--- src/rtl/aes_uart_cmd_ctrl.sv ---
// UART-side command responder for the AES-128 core: parses SET_KEY/ENC/DEC, collects a 16-byte payload,
// drives the core strobes and returns a status byte plus 16 result bytes for ENC/DEC.
module aes_uart_cmd_ctrl #(
   parameter logic [7:0]  CMD_SET_KEY  = 8'h00,
   parameter logic [7:0]  CMD_ENC      = 8'h02,
   parameter logic [7:0]  CMD_DEC      = 8'h03,
   parameter logic [7:0]  ST_ERR_CMD   = 8'hFF,
   parameter logic [7:0]  ST_ERR_NOKEY = 8'hFE,
   parameter logic [23:0] TIMEOUT      = 24'd5_000_000
) (
   input  logic         Clk,
   input  logic         Rst,
   input  logic         i_fRxDone,
   input  logic [7:0]   i_RxData,
   output logic         o_fTx,
   output logic [7:0]   o_TxData,
   input  logic         i_fTxDone,
   input  logic         i_fTxReady,
   output logic         o_fKeyLoad,
   output logic         o_fStart,
   output logic         o_fDec,
   output logic [127:0] o_Key,
   output logic [127:0] o_Text,
   input  logic         i_fCoreDone,
   input  logic [127:0] i_Result
);

   typedef enum logic [2:0] {
      IDLE, RX_PAY, ACK_REQ, ACK_WAIT, CORE_WAIT, RES_REQ, RES_WAIT
   } state_t;

   state_t         r_state;
   logic [7:0]     r_cmd;
   logic [7:0]     r_status;
   logic [127:0]   r_shreg;
   logic [3:0]     r_cnt;
   logic [23:0]    r_tmo;
   logic           r_key_vld;
   logic           r_pay_full;
   logic           r_started;
   logic           r_core_pend;
   logic           w_cmd_ok;

   assign w_cmd_ok = (i_RxData == CMD_SET_KEY) || (i_RxData == CMD_ENC) || (i_RxData == CMD_DEC);

   always_ff @(posedge Clk or negedge Rst) begin
      if (!Rst) begin
         r_state     <= IDLE;
         r_cmd       <= 8'h00;
         r_status    <= 8'h00;
         r_shreg     <= '0;
         r_cnt       <= 4'd0;
         r_tmo       <= 24'd0;
         r_key_vld   <= 1'b0;
         r_pay_full  <= 1'b0;
         r_started   <= 1'b0;
         r_core_pend <= 1'b0;
         o_fTx       <= 1'b0;
         o_TxData    <= 8'h00;
         o_fKeyLoad  <= 1'b0;
         o_fStart    <= 1'b0;
         o_fDec      <= 1'b0;
         o_Key       <= '0;
         o_Text      <= '0;
      end else begin
         o_fTx      <= 1'b0;
         o_fKeyLoad <= 1'b0;
         o_fStart   <= 1'b0;
         case (r_state)
            IDLE: begin
               r_started   <= 1'b0;
               r_core_pend <= 1'b0;
               r_pay_full  <= 1'b0;
               if (i_fRxDone) begin
                  if (w_cmd_ok) begin
                     r_cmd   <= i_RxData;
                     r_cnt   <= 4'd0;
                     r_tmo   <= 24'd0;
                     r_state <= RX_PAY;
                  end else begin
                     r_status <= ST_ERR_CMD;
                     r_state  <= ACK_REQ;
                  end
               end
            end
            RX_PAY: begin
               // The cycle after the 16th byte executes the command; any byte in that cycle is dropped.
               if (r_pay_full) begin
                  r_pay_full <= 1'b0;
                  r_state    <= ACK_REQ;
                  if (r_cmd == CMD_SET_KEY) begin
                     o_Key      <= r_shreg;
                     o_fKeyLoad <= 1'b1;
                     r_key_vld  <= 1'b1;
                     r_status   <= CMD_SET_KEY;
                  end else if (r_key_vld) begin
                     o_Text    <= r_shreg;
                     o_fDec    <= (r_cmd == CMD_DEC);
                     o_fStart  <= 1'b1;
                     r_started <= 1'b1;
                     r_status  <= r_cmd;
                  end else begin
                     r_status <= ST_ERR_NOKEY;
                  end
               end else if (i_fRxDone) begin
                  r_shreg <= {r_shreg[119:0], i_RxData};
                  r_cnt   <= r_cnt + 4'd1;
                  r_tmo   <= 24'd0;
                  if (r_cnt == 4'd15) r_pay_full <= 1'b1;
               end else if (r_tmo == TIMEOUT - 24'd1) begin
                  r_state <= IDLE;
               end else begin
                  r_tmo <= r_tmo + 24'd1;
               end
            end
            ACK_REQ: begin
               if (i_fCoreDone && r_started) begin
                  r_shreg     <= i_Result;
                  r_core_pend <= 1'b1;
               end
               if (i_fTxReady) begin
                  o_fTx    <= 1'b1;
                  o_TxData <= r_status;
                  r_state  <= ACK_WAIT;
               end
            end
            ACK_WAIT: begin
               if (i_fCoreDone && r_started) begin
                  r_shreg     <= i_Result;
                  r_core_pend <= 1'b1;
               end
               if (i_fTxDone) r_state <= r_started ? CORE_WAIT : IDLE;
            end
            CORE_WAIT: begin
               // An early result was already parked in r_shreg while the status byte went out.
               if (r_core_pend) begin
                  r_core_pend <= 1'b0;
                  r_cnt       <= 4'd0;
                  r_state     <= RES_REQ;
               end else if (i_fCoreDone) begin
                  r_shreg <= i_Result;
                  r_cnt   <= 4'd0;
                  r_state <= RES_REQ;
               end
            end
            RES_REQ: begin
               if (i_fTxReady) begin
                  o_fTx    <= 1'b1;
                  o_TxData <= r_shreg[127:120];
                  r_state  <= RES_WAIT;
               end
            end
            RES_WAIT: begin
               if (i_fTxDone) begin
                  r_shreg <= {r_shreg[119:0], 8'h00};
                  r_cnt   <= r_cnt + 4'd1;
                  r_state <= (r_cnt == 4'd15) ? IDLE : RES_REQ;
               end
            end
            default: r_state <= IDLE;
         endcase
      end
   end

endmodule

--- config.mk ---
export PLATFORM = sky130hd
export DESIGN_NAME = aes_uart_cmd_ctrl
export DESIGN_NICKNAME = d
export VERILOG_FILES = /design/src/rtl/aes_uart_cmd_ctrl.sv
export SDC_FILE = /design/constraint.sdc
export NUM_CORES = 1
export LEC_CHECK = 0
export CAP_MARGIN = 30
export CORE_MARGIN = 4
export CORE_UTILIZATION = 55
export DETAILED_ROUTE_END_ITERATION = 10
export PLACE_DENSITY_LB_ADDON = 0.08
export SLEW_MARGIN = 20
export SYNTH_ARGS = -nofsm -noshare
export SYNTH_HDL_FRONTEND = slang
export SYNTH_SLANG_ARGS = --single-unit
--- constraint.sdc ---
create_clock -name Clk -period 4.4 [get_ports Clk]
set_input_delay 0.88 -clock Clk [delete_from_list [all_inputs] [get_ports Clk]]
set_output_delay 0.88 -clock Clk [all_outputs]
set_load 0.05 [all_outputs]
; ---- After elaboration in Yosys (flattened, before gate mapping)
; Cells that the tools add are included.
; W data, S select, Z words.
[totals]
regBits = 447
inputBits = 142
output_inout_bits = 268
[classes]
n_addsub = 2
eq_ne = 30
n_mux = 63
bitwise = 1
reduce_logical = 25
[ops]
columns = op, count
row1 = $mux W128, 6
row2 = $pmux W128 S4, 1
row3 = $mux W24, 5
row4 = $mux W8, 7
row5 = $pmux W24 S2, 1
row6 = $mux W3, 12
row7 = $pmux W8 S2, 2
row8 = $mux W4, 7
row9 = $ne A2 B2 Y1 const B, 14
row10 = $add A24 B1 Y24 const B, 1
row11 = $eq A24 B23 Y1 const B, 1
row12 = $eq A8 B2 Y1 const B, 3
row13 = $pmux W3 S7, 1
row14 = $logic_not A8 Y1, 2
row15 = $mux W1, 16
row16 = $pmux W4 S4, 1
row17 = $reduce_and A7 Y1, 2
row18 = $ne A3 B3 Y1 const B, 4
row19 = $reduce_and A4 Y1, 3
row20 = $eq A3 B3 Y1 const B, 3
row21 = $reduce_and A3 Y1, 3
row22 = $reduce_and A8 Y1, 1
row23 = $reduce_bool A4 Y1, 2
row24 = $eq A3 B2 Y1 const B, 2
row25 = other kinds (14), 21

; ---- Longest topological paths before layout
[depth]
ltp_word = 6
depth_mapped = 10

; ---- Least setup slack after synthesis
; No wires, ideal clock.
[synth_path]
kind = input to register
from = input i_fRxDone
to = register r_shreg[125]
setup_ns = 0.083
arrival_time_ns = 2.480
required_ns = 4.317
slack_ns = 1.838
stages = 9
cell_sequence = or4b_1 clkbuf_1 o21ai_1 buf_2 buf_2 buf_2 buf_2 nand2_1 o21ai_0
[synth_via]
elab_chain_cells = 2
[synth_rtl]
columns = item, line
row1 = "start, declared", 13  ; input logic i_fRxDone,
row2 = $ne A2 B2 Y1 (no source line), --
row3 = $reduce_and A7 Y1 (no source line), --
row4 = "end signal, assigned", 106  ; r_shreg <= {r_shreg[119:0], i_RxData};
row5 = "end signal, assigned", 118  ; r_shreg <= i_Result;
row6 = "end signal, assigned", 129  ; r_shreg <= i_Result;
row7 = "end, declared", 35  ; logic [127:0] r_shreg;
; Every way passes these cells.
; A chain may end at the register's enable or synchronous reset.

; ---- Worst setup path after layout
[layout_path]
from = input i_fRxDone
to = register r_tmo[3]
[layout_via]
elab_chain_cells = 3
elab_cells_between_ends = 6
classes_between = eq/ne: 2 / mux: 3 / reduce/logical: 1
[layout_rtl]
columns = item, line
row1 = $mux W24, 105  ; end else if (i_fRxDone) begin
row2 = $mux W24, 88  ; if (r_pay_full) begin
row3 = $pmux W24 S2, 69  ; case (r_state)
row4 = "end signal, assigned", 113  ; r_tmo <= r_tmo + 24'd1;
row5 = "end, declared", 37  ; logic [23:0] r_tmo;
; Several ways; a longest one is shown, not always the timed one. The select of a mux whose other input is x is not followed.

==> flow_summary.toml <==
[synthesis]
ys_ff_latch = 447
syn-num-nets = 1603
synthMostInstantiatedCell = "dfrtp_1"
synth_top_area_share_pct = 60.5
synthMuxAreaShare_pct = 22.8
ys_top_cells_by_area = "dfrtp_1 (61%), mux2_2 (16%), mux2i_1 (7.0%), o21ai_0 (4.4%), nand2_1 (3.4%)"
synth_flop_cell = "dfrtp_1"
synth-xor-area-share_pct = 0
yosysSeqAreaShare_pct = 60.5
synth_cell_types = 54
synth_area_leader_cell = "dfrtp_1"
syn_area_um2 = 18500
synth_top_family_by_area = "multiplexers"
synth_edf_count = 0
netlist_instances = 1459
synth_simple_gate_area_share_pct = 6.43
async_flop_share_pct = 100
synth_fa_ha_area_share_pct = 0.135
synth-compound-area-share_pct = 7.74
yosys-top-cells-count = "dfrtp_1 (447), mux2_2 (259), nand2_1 (168)"
ys_warn_count = 0
syn_avg_cell_area_um2 = 12.7

[clock_tree]
cts.sinks = 447
root_buffer = "clkbuf_16"
cts_tree = "built"
cts_resized = 0
clk_path_buf_depth = 3
cts_setup_buffers = 0
insertion_delay_ns = 0.54
clkTransAtPathRegs_ns = 0.06
ctsHoldBuffers = 0
cts_buffers = 47
htree_levels = 2

[grt]
antenna_found_initial = 9
grt_max_degree = 125
grt_pass1_wl_um = 78100
grt-ovfl-total = 0
grtUsageTotal_pct = 27.1
grt_pass1_vias = 13667

[worst_setup_path]
critical_path.top_delay_family = "simple AND/OR/NAND/NOR gates"
required_ns = 4.84
critPathSlowestCell = "or4b_1"
start_kind = "input port"
slowest_delay_ns = 0.83
worst_setup_path_end_kind = "flop"
worst_ep_arrival_time_ns = 3.51
path_buf_inv = 1
path_max_fanout = 24
crit_chain = "clkdlybuf4s50_1, or4b_1, nor2_1, o21a_2, a41oi_1, a31oi_1"
critPathKind = "input port to flop"

[routing]
first_iter_violations = 676
drt-wirelength-per-cell_um = 21.5
drc = 0
routed_wl_um = 50100
viasPerCell = 5.58
ant_nets = 0
dr.pass1.iters = 5
via_count = 12974

[die]
die_w_um = 191
fp-row-count = 66
pin_count = 410
start_util_pct = 56.3
fp.dieArea_um2 = 36600
core_um2 = 32900
die_h_um = 191

[sta]
finalCritPeriodShare_pct = 69.9
hold_violations = 0
relSlewSlack_pct = 37.7
tightestPinTransition_ns = 0.926
rsz0062_at_grt = "false"
timing.setup.tns_ns = 0
min_period_ns = 3.07
whs_ns = 0.339
layout_setup_ws_ns = 1.33
fmax_mhz = 325
final-max-slew-violation-count = 0
setup_viol = 0
skew_ns = 0.0181

[final_layout]
nFillCells = 2243
nets = 1989
drive_gt1_share_pct = 19.8
area_growth_pct = 33.5

[power]
vdd_drop_max_v = 0.000356
p_leak_uw = 0.0118
power.density_nw_per_um2 = 491
fin_total_pwr_uw = 12100

[run_status]
status = "complete, no violations"

[flow_run]
cap_violations = 0

[place]
hpwl_um = 34600
portBuffers = 409
pre_cts_slack_ns = 0.836
place.gp.congestion = 0.857

[worst_hold_path]
hold_class = "input port to asynchronous set/reset pin"
==> worst register-to-register path: stages, from the launching register on <==
cell and delay (ns):
dfrtp_1 0.79, nor2_1 0.23, and3_1 0.30, nand2_4 0.34, buf_4 0.78, mux2_2 0.48
==> final cells by class <==
cell class	count	area (um^2)	area share, %
repair buffers	429	4360	17.7
inverters	16	60.1	0.243
clock inverters	19	235	0.953
multi-input cells	904	6910	28.0
well taps	442	553	2.24
diodes	5	12.5	0.0507
flip-flops and latches	447	11200	45.3
clock buffers	64	1360	5.51
==> worst paths after layout <==
check                                        startpoint                       to  slack (ns)  cells past startpoint
worst max-delay path                          i_fRxDone     r_tmo[3]$_DFFE_PN0P_        1.33                      6
worst min-delay path                                Rst     r_cnt[0]$_DFFE_PN0P_        0.34                      1
worst max register to register   r_state[1]$_DFFE_PN0P_    o_Key[86]$_DFFE_PN0P_        1.38                      5
worst min register to register  o_TxData[3]$_DFFE_PN0P_  o_TxData[3]$_DFFE_PN0P_        0.49                      2
max in group asynchronous                           Rst  r_shreg[77]$_DFFE_PN0P_        3.12                      2
min in group Clk                o_TxData[3]$_DFFE_PN0P_  o_TxData[3]$_DFFE_PN0P_        0.49                      2
==> flip-flops by register name (all words and copies together), names as in the netlist <==
register / cells
r_pay_full: 1
o_fStart: 1
o_Text: 128
r_state: 3
r_cnt: 4
o_fTx: 1
r_shreg: 128
r_status: 8
r_tmo: 24
r_core_pend: 1
o_fKeyLoad: 1
r_started: 1
o_fDec: 1
r_key_vld: 1
r_cmd: 8
o_TxData: 8
o_Key: 128
==> kinds of logic after synthesis <==
| group | Yosys count |
|---|---|
| adders and majority gates | 2 |
| AOI/OAI and AO/OA | 254 |
| buffers and inverters | 108 |
| muxes | 389 |
| DFF | 447 |
| and+or+nand+nor | 259 |
==> per-stage QoR <==
stage / instance area, um^2 / utilization (%) / instances
CTS: 24700 / 75.0 / 2321
detailed placement: 23100 / 70.2 / 2238
global placement: 23000 / 70.1 / 2236
global route: 24700 / 75.1 / 2326
finish: 24700 / 75.1 / 2326
floorplan: 18500 / - / 1459
==> where the power goes <==
part           internal, uW  switching [uW]  total, uW
clock network          2450            1580       4030
registers              4720             745       5470
logic                  1060            1540       2600
==> per-layer routing <==
metal | global-route usage (%) | up-vias | routed length, um | part of all wire (%)
li1 | - | 5956 | - | -
met1 | 33.4 | 6538 | 19600 | 39
met2 | 45.4 | 379 | 24900 | 50
met3 | 8.80 | 95 | 3970 | 7.9
met4 | 9.31 | 6 | 1570 | 3.1
met5 | 0 | - | 41 | 0.082
==> placed cells by master, fill, tap and decap left out, types with 17 or more instances in the layout <==
cell and instances:
clkbuf_16 47, o21ai_0 164, nand2_1 167, a21oi_1 25
a31oi_1 17, dfrtp_1 447, clkdlybuf4s50_1 408, mux2i_1 130
nor2_1 19, mux2_2 259
(Power assumes the default switching activity.)
